[config.mk]
export PLATFORM = sky130hd
export DESIGN_NAME = alu_ctl_seq_unit
export DESIGN_NICKNAME = d
export VERILOG_FILES = /design/src/rtl/alu_ctl_seq_unit.sv
export SDC_FILE = /design/constraint.sdc
export NUM_CORES = 1
export LEC_CHECK = 0
export BUFFER_PORTS_ARGS = -buffer_cell sky130_fd_sc_hd__buf_2
export CORE_MARGIN = 2
export CORE_UTILIZATION = 49
export DETAILED_ROUTE_END_ITERATION = 12
export PLACE_DENSITY = 0.72
export SKIP_CTS_REPAIR_TIMING = 1
export SKIP_LAST_GASP = 1
export SLEW_MARGIN = 30
export SYNTH_ARGS = -nofsm -noshare
export SYNTH_HDL_FRONTEND = slang
export SYNTH_SLANG_ARGS = --single-unit
[constraint.sdc]
create_clock -name clk -period 5.5 [get_ports clk]
set_input_delay 0.275 -clock clk [delete_from_list [all_inputs] [get_ports clk]]
set_output_delay 0.275 -clock clk [all_outputs]
set_load 0.01 [all_outputs]
[src/rtl/alu_ctl_seq_unit.sv]
// alu_ctl_seq_unit: registered EX-stage ALU with integrated ALUOp/FuncCode
// decode, valid/ready input handshake and a multi-cycle shift-add MULTU
// that writes HI/LO.
//
// Ports:
//   clk, reset          rising-edge clock, synchronous active-high reset
//   in_valid/in_ready   operation request / block can accept this cycle
//   ALUOp, FuncCode     main-control opcode and R-type funct field
//   A, B                operands (WIDTH bits)
//   out_valid           one-cycle pulse: Result/Zero/ALUctl/err valid
//   Result, Zero        registered result and Result==0 flag
//   ALUctl, err         decoded control code of completed op, illegal flag
//   HI, LO              product registers (written only by MULTU)
//   busy                multiply in progress
module alu_ctl_seq_unit #(
  parameter int WIDTH  = 32,
  parameter bit MUL_EN = 1'b1
) (
  input  logic             clk,
  input  logic             reset,
  input  logic             in_valid,
  output logic             in_ready,
  input  logic [1:0]       ALUOp,
  input  logic [5:0]       FuncCode,
  input  logic [WIDTH-1:0] A,
  input  logic [WIDTH-1:0] B,
  output logic             out_valid,
  output logic [WIDTH-1:0] Result,
  output logic             Zero,
  output logic [3:0]       ALUctl,
  output logic             err,
  output logic [WIDTH-1:0] HI,
  output logic [WIDTH-1:0] LO,
  output logic             busy
);
  localparam int CW = $clog2(WIDTH);

  localparam logic [3:0] C_AND = 4'b0000, C_OR  = 4'b0001, C_ADD = 4'b0010,
                         C_SUB = 4'b0110, C_SLT = 4'b0111, C_MUL = 4'b1000,
                         C_NOR = 4'b1100, C_ILL = 4'b1111;

  typedef enum logic {IDLE, MUL} state_t;
  state_t state, state_nx;

  logic [3:0]         dec_ctl;
  logic [WIDTH-1:0]   dec_res;
  logic               dec_mul;
  logic [WIDTH-1:0]   mcand, mplier;
  logic [2*WIDTH-1:0] acc, acc_nx;
  logic [WIDTH:0]     psum;
  logic [CW-1:0]      cnt;

  // Decode
  always_comb begin
    dec_ctl = C_ILL;
    unique case (ALUOp)
      2'b00: dec_ctl = C_ADD;
      2'b01: dec_ctl = C_SUB;
      2'b10: begin
        case (FuncCode)
          6'b100000: dec_ctl = C_ADD;
          6'b100010: dec_ctl = C_SUB;
          6'b100100: dec_ctl = C_AND;
          6'b100101: dec_ctl = C_OR;
          6'b100111: dec_ctl = C_NOR;
          6'b101010: dec_ctl = C_SLT;
          6'b011001: dec_ctl = MUL_EN ? C_MUL : C_ILL;
          default:   dec_ctl = C_ILL;
        endcase
      end
      default: dec_ctl = C_ILL;
    endcase
    dec_mul = (dec_ctl == C_MUL);
  end

  // Single-cycle datapath; illegal (and multu, unused here) yield 0
  always_comb begin
    dec_res = '0;
    case (dec_ctl)
      C_ADD:   dec_res = A + B;
      C_SUB:   dec_res = A - B;
      C_AND:   dec_res = A & B;
      C_OR:    dec_res = A | B;
      C_NOR:   dec_res = ~(A | B);
      C_SLT:   dec_res = {{(WIDTH-1){1'b0}}, ($signed(A) < $signed(B))};
      default: dec_res = '0;
    endcase
  end

  // Shift-add step: add multiplicand into the upper half (keeping the carry),
  // then shift the whole accumulator right by one. After WIDTH steps the
  // accumulator holds the full product.
  always_comb begin
    psum   = {1'b0, acc[2*WIDTH-1:WIDTH]} + {1'b0, (mplier[0] ? mcand : {WIDTH{1'b0}})};
    acc_nx = {psum, acc[WIDTH-1:1]};
  end

  // FSM
  always_ff @(posedge clk) begin
    if (reset) state <= IDLE;
    else       state <= state_nx;
  end

  always_comb begin
    state_nx = state;
    in_ready = 1'b0;
    busy     = 1'b0;
    unique case (state)
      IDLE: begin
        in_ready = 1'b1;
        if (in_valid && dec_mul) state_nx = MUL;
      end
      MUL: begin
        busy = 1'b1;
        if (cnt == '0) state_nx = IDLE;
      end
      default: state_nx = IDLE;
    endcase
  end

  // Datapath registers
  always_ff @(posedge clk) begin
    if (reset) begin
      out_valid <= 1'b0;
      Result    <= '0;
      Zero      <= 1'b0;
      ALUctl    <= 4'b0000;
      err       <= 1'b0;
      HI        <= '0;
      LO        <= '0;
      mcand     <= '0;
      mplier    <= '0;
      acc       <= '0;
      cnt       <= '0;
    end else begin
      out_valid <= 1'b0;
      if (state == IDLE) begin
        if (in_valid) begin
          if (dec_mul) begin
            mcand  <= A;
            mplier <= B;
            acc    <= '0;
            cnt    <= CW'(WIDTH-1);
          end else begin
            Result    <= dec_res;
            Zero      <= (dec_res == '0);
            ALUctl    <= dec_ctl;
            err       <= (dec_ctl == C_ILL);
            out_valid <= 1'b1;
          end
        end
      end else begin
        acc    <= acc_nx;
        mplier <= mplier >> 1;
        cnt    <= cnt - 1'b1;
        if (cnt == '0) begin
          HI        <= acc_nx[2*WIDTH-1:WIDTH];
          LO        <= acc_nx[WIDTH-1:0];
          Result    <= acc_nx[WIDTH-1:0];
          Zero      <= (acc_nx[WIDTH-1:0] == '0);
          ALUctl    <= C_MUL;
          err       <= 1'b0;
          out_valid <= 1'b1;
        end
      end
    end
  end
endmodule
==> results of run 1 <==
==> metal layers <==
metal,vias to the layer above,global-route usage,share of wire
met5,-,0,0.00023
met4,2,0.126,0.041
met3,149,0.0599,0.078
met2,726,0.530,0.46
met1,7814,0.421,0.42
li1,7935,-,-
==> layout by cell type, fill, tap and decap left out, types with 10 or more instances in the layout <==
cell         n
nand2b_1    23
buf_4       28
o211ai_1    16
xor2_1      10
nand3_1     57
a21oi_1    347
or2_2       10
dfxtp_1    235
o31ai_1     10
o21a_1      16
nor2b_1     12
o21ai_0     72
nand4_1     14
a221o_1     12
xnor2_1     23
nor2_1     193
ha_1       131
and3_1      36
nand2_1    375
clkbuf_16   26
inv_1      105
buf_2      178
a22oi_1     12
nor3_1      35
a211o_1     11
and2_1      42
a211oi_1    17
a21boi_0    10
o21bai_1    12
nor4_1      14
a31oi_1     24
a21o_1      32
clkbuf_8    10
a221oi_1    18
==> flip-flops by register name, indices dropped and copies added (netlist names), 4 cells and up <==
name / count
LO: 32
mplier: 32
cnt: 5
HI: 32
mcand: 32
Result: 32
acc: 63
ALUctl: 4
==> worst paths after layout <==
check / from / to / slack [ps] / cells past startpoint
max: mplier[0]$_SDFFE_PP0P_ / acc[61]$_SDFFE_PP0P_ / 1450 / 15
max reg2reg: mplier[0]$_SDFFE_PP0P_ / acc[61]$_SDFFE_PP0P_ / 1450 / 15
min reg2reg: LO[28]$_SDFFE_PP0P_ / LO[28]$_SDFFE_PP0P_ / 450 / 2
min: A[0] / mcand[0]$_SDFFE_PP0P_ / -1 / 3
==> final cells by class <==
type	count	area [µm²]	area share
clock inverter	6	77.6	0.00430
sequential	236	4730	0.262
timing repair buffer	207	1110	0.0617
antenna	1	2.50	0.000139
multi-input combinational	1723	10400	0.574
tap	442	553	0.0307
inverter	106	398	0.0221
clock buffer	42	811	0.0449
==> kinds of logic (layout without fill, tap and decap cells) <==
logic type,after synthesis,count (layout),synth area share
AOI/OAI and AO/OA,696,696,0.273
xor gates and xnor gates,33,33,0.0181
adders and majority gates,134,134,0.106
buffers and inverters,251,361,0.0601
DFF,236,236,0.296
muxes,10,10,0.00673
other,0,1,0
and+or+nand+nor,850,850,0.240
==> per-stage QoR <==
stage / utilization / worst slack (ps) / instances
6_report: 0.559 / 1450 / 2763
5_1_grt: 0.559 / 1070 / 2762
4_1_cts: 0.559 / 1430 / 2762
3_5_place_dp: 0.531 / 1090 / 2714
3_3_place_gp: 0.531 / 1180 / 2714
2_1_floorplan: - / 1660 / 2210
==> cell usage after synthesis, types with 5 or more instances <==
library cell	number	share of area
a22o_1	5	0.0027
a221oi_1	18	0.0099
xnor2_1	23	0.013
a211oi_1	17	0.0080
nor4_1	14	0.0055
a211o_1	11	0.0060
mux2i_1	7	0.0044
and2_1	42	0.016
or2_2	10	0.0039
xor2_1	10	0.0055
o21a_1	16	0.0075
a22oi_1	12	0.0056
buf_1	17	0.0040
or4_1	7	0.0033
a31oi_1	24	0.0094
nor2b_1	12	0.0047
buf_2	8	0.0025
o41ai_1	7	0.0038
o31ai_1	10	0.0047
o211ai_1	16	0.0075
a21o_1	32	0.015
nand2b_1	23	0.0090
dfxtp_1	236	0.30
a2111oi_0	7	0.0038
a221o_1	12	0.0075
nand2_1	376	0.088
o21ai_0	72	0.023
nor3_1	36	0.011
a21oi_1	348	0.11
and3_1	36	0.014
a31o_2	6	0.0033
inv_1	105	0.025
nand4_1	14	0.0055
nor2_1	198	0.047
o221ai_1	9	0.0049
a21boi_0	10	0.0047
ha_1	131	0.10
or3_1	7	0.0027
nand3_1	58	0.018
o311ai_0	5	0.0027
o21bai_1	12	0.0056
clkbuf_1	119	0.028
==> power groups by stage <==
stage,logic [mW],clock network [mW],registers [mW]
after floorplan,0.522,0,1.79
after global placement,0.822,0,1.79
after detailed placement,0.823,0,1.79
after CTS,0.827,1.82,1.75
after global routing,0.914,1.90,1.75
final,0.851,1.80,1.75
==> worst max-delay path, stage by stage (launching register included) <==
cell	delay [ps]
dfxtp_1	880
and2_1	250
ha_1	200
fa_1	220
a21o_1	120
a21oi_1	100
o211ai_1	230
nand3_1	110
a21oi_1	370
a211oi_1	180
o41ai_1	550
a21o_1	220
a21oi_1	90
xnor2_1	150
a21oi_1	160
nor2_1	50
==> impl_metrics.toml, run 1 <==
[logic_synthesis]
synth_edf_count = 0
postSynthCellCount = 2210
synth-seq-cells = 236
synthesis.nets = 2419
synth_area_per_cell_um2 = 7.23
ys_types = 84
yosys_warnings = 0
seq_area_frac_synth = 0.296
syn_area_um2 = 16000
ys.flop_type = "dfxtp_1"
async_reset_ff_frac = 0

[power_and_ir_drop]
internal_power_mw = 3.08
pwr-share-clk = 0.410
seq_power_share = 0.397
p_comb_frac = 0.193
power_mw = 4.40
p_per_area_nw_per_um2 = 244
ir_drop_mv = 0.215
switching_share = 0.301
power_leakage_nw = 7.85
power_switching_mw = 1.32

[clock_network]
cts_tree = "built"
clockBufferDepth = 3
clk-insertion-delay-late_ps = 560
cts-root-buf = "clkbuf_16"
htreeDepth = 1
cts_sinks = 236
clkTransAtPathRegs_ps = 60
numCtsBuffers = 26

[min_path]
worstHoldPathType = "in -> reg"

[global_route]
grt_pass1_wl_mm = 86.2
gr-total-overflow = 0
first_global_vias = 15300
grt_antenna_before_repair = 1
grt_use_total = 0.324
grt_max_degree = 88

[run_status]
violations = "negative hold slack"
status = "complete, but fails checks"

[cells_and_area]
design_area_um2 = 18000
final_nets = 2509
area_growth_pct = 12.9
drive_above_1_share = 0.129
fill_cells = 3114

[timing]
fmax_mhz = 247
setup_viol = 0
holdWs_ps = -1.47
min_period_over_period = 0.736
worst_pin_slew_ps = 1010
final.setup.tns_ps = 0
hold_violations = 1
rsz0062_at_grt = "false"
slew_viol_final = 0
clock_skew_ps = 18.2
period_needed_ps = 4050
relSlewSlack = 0.315

[routing]
wirelength_mm = 56.7
viasPerCell = 6.02
drcViolationCount = 0
ant_nets = 0
drt_iter0_markers = 1597
vias = 16600
first_pass_iters = 6
wl_per_cell_um = 20.5

[placement]
gp_congestion = 1.02
port_buffers = 179
post_dp_cell_area_um2 = 17100
post-dp-hpwl_mm = 41.7

[die]
dieArea_um2 = 34100
die_h_um = 185
rows = 66
initial_core_util = 0.495
ios = 180
die_x_um = 185
core-area_um2 = 32300

[setup_path]
crit_fanout = 33
start_kind = "flip-flop"
crit_arrival_ps = 4450
end_kind = "flip-flop"
cp_data_required_time_ps = 5900
crit_type = "reg -> reg"

[job]
maxCapViolCount = 0
No activity file was read; power rests on OpenSTA's default activity.
==> run 2: changes to the inputs <==
Clock period 5.5 ns to 3.9 ns, I/O delays scaled along.
==> impl_metrics.toml, run 2 (synthesized netlist as in run 1, its figures left out) <==
[run_status]
status = "finished, final reports clean"

[cells_and_area]
area_growth_pct = 23.3
layout_common_cells = "nand2_1 (376), a21oi_1 (347), dfxtp_1 (235), buf_4 (214), nor2_1 (195)"
final_common_cell = "nand2_1"
regMostFlops = "acc"
drive_above_1_share = 0.194
largest_register_ffs = 63
final_nets = 2714

[routing]
viasPerCell = 5.83
drt_iter0_markers = 1630
vias = 17300
wl_per_cell_um = 19.3
first_pass_iters = 6
drcViolationCount = 0
wirelength_mm = 57.4
ant_nets = 0

[power_and_ir_drop]
p_per_area_nw_per_um2 = 333
power_leakage_nw = 8.87
power_mw = 6.56
ir_drop_mv = 0.347

[global_route]
grt_antenna_before_repair = 1
grt_max_degree = 94
first_global_vias = 16200
gr-total-overflow = 0
grt_use_total = 0.330
grt_pass1_wl_mm = 88.4

[min_path]
worstHoldPathType = "in -> reg"
holdPathEnd = "mcand[0]$_SDFFE_PP0P_"
hold_start = "A[0]"
holdPathStages = 4

[setup_path]
rr_endpoint = "acc[62]$_SDFFE_PP0P_"
start_kind = "input port"
reg2reg_depth = 14
regToRegSetupSlack_ps = 340
crit_arrival_ps = 4220
crit_fanout = 5
worstReg2RegStart = "mplier[0]$_SDFFE_PP0P_"
crit_type = "in -> reg"
cp_data_required_time_ps = 4390
end_kind = "flip-flop"

[placement]
port_buffers = 179
gp_congestion = 0.972
post-dp-hpwl_mm = 44.0

[die]
initial_core_util = 0.495
die_x_um = 185
die_h_um = 185
rows = 66
core-area_um2 = 32300
ios = 180
dieArea_um2 = 34100

[clock_network]
clockBufferDepth = 3
htreeDepth = 1
numCtsBuffers = 27
clkTransAtPathRegs_ps = 60
clk-insertion-delay-late_ps = 570
cts_sinks = 236
cts-root-buf = "clkbuf_16"
cts_tree = "built"

[timing]
worst_pin_slew_ps = 1070
period_needed_ps = 3730
rsz0062_at_grt = "false"
slew_viol_final = 0
setup_viol = 0
hold_violations = 0
final.setup.tns_ps = 0
fmax_mhz = 268
min_period_over_period = 0.957
clock_skew_ps = 16.7
relSlewSlack = 0.280

[job]
maxCapViolCount = 0
[run 2: metal layers]
layer / track usage / vias up / share of wire
met1: 0.435 / 8208 / 0.43
met2: 0.553 / 657 / 0.47
met4: 0.121 / 0 / 0.036
li1: - / 8357 / -
met3: 0.0377 / 100 / 0.067
met5: 0 / - / 0
[run 2: how the worst max path moves through the flow]
stage                   endpoint  start  cells past startpoint  slack, ps
2_1_floorplan  Zero$_SDFFE_PP0P_   A[0]                     16        140
3_3_place_gp   Zero$_SDFFE_PP0P_   A[0]                     17       -240
3_5_place_dp   Zero$_SDFFE_PP0P_   A[0]                     18       -330
4_1_cts        Zero$_SDFFE_PP0P_   A[0]                     18        250
5_1_grt        Zero$_SDFFE_PP0P_  A[20]                     12         20
6_report       Zero$_SDFFE_PP0P_   B[1]                     16        170
[run 2: worst max-delay path, stage by stage]
cell      delay [ps]
buf_2            130
inv_1             90
ha_1             320
a211oi_1         290
buf_4            180
nor3_1            60
o32ai_2          510
o21ai_0          190
a221o_1          340
a22oi_1          210
o211ai_1         120
or4_1            460
or4_1            530
nor4_1           310
nand4_1          150
o22ai_2          130
[run 2: power by group]
group / leakage, nW / switching (mW) / internal [mW] / total (mW)
combinational: 6.51 / 0.836 / 0.609 / 1.45
clock: 0.453 / 1.07 / 1.58 / 2.65
sequential: 1.91 / 0.0217 / 2.44 / 2.47
[run 2: area by class of cell]
class,instances,area (µm²)
multi-input combinational,1723,10300
tap,442,553
clock buffer,37,763
timing repair buffer,411,2750
inverter,106,398
clock inverter,13,169
sequential,236,4730
antenna,1,2.50
fill,3031,12600
[run 2: per-stage QoR]
stage | util | cell area [µm²] | cells | setup WS (ps) | hold slack [ps]
after floorplan | - | 16000 | 2210 | 140 | 331
after global placement | 0.576 | 18600 | 2905 | -241 | 439
after detailed placement | 0.576 | 18600 | 2905 | -326 | 444
after CTS | 0.605 | 19500 | 2955 | 252 | -97.4
after global routing | 0.610 | 19700 | 2969 | 16.6 | 8.53
final | 0.610 | 19700 | 2969 | 169 | 16.5
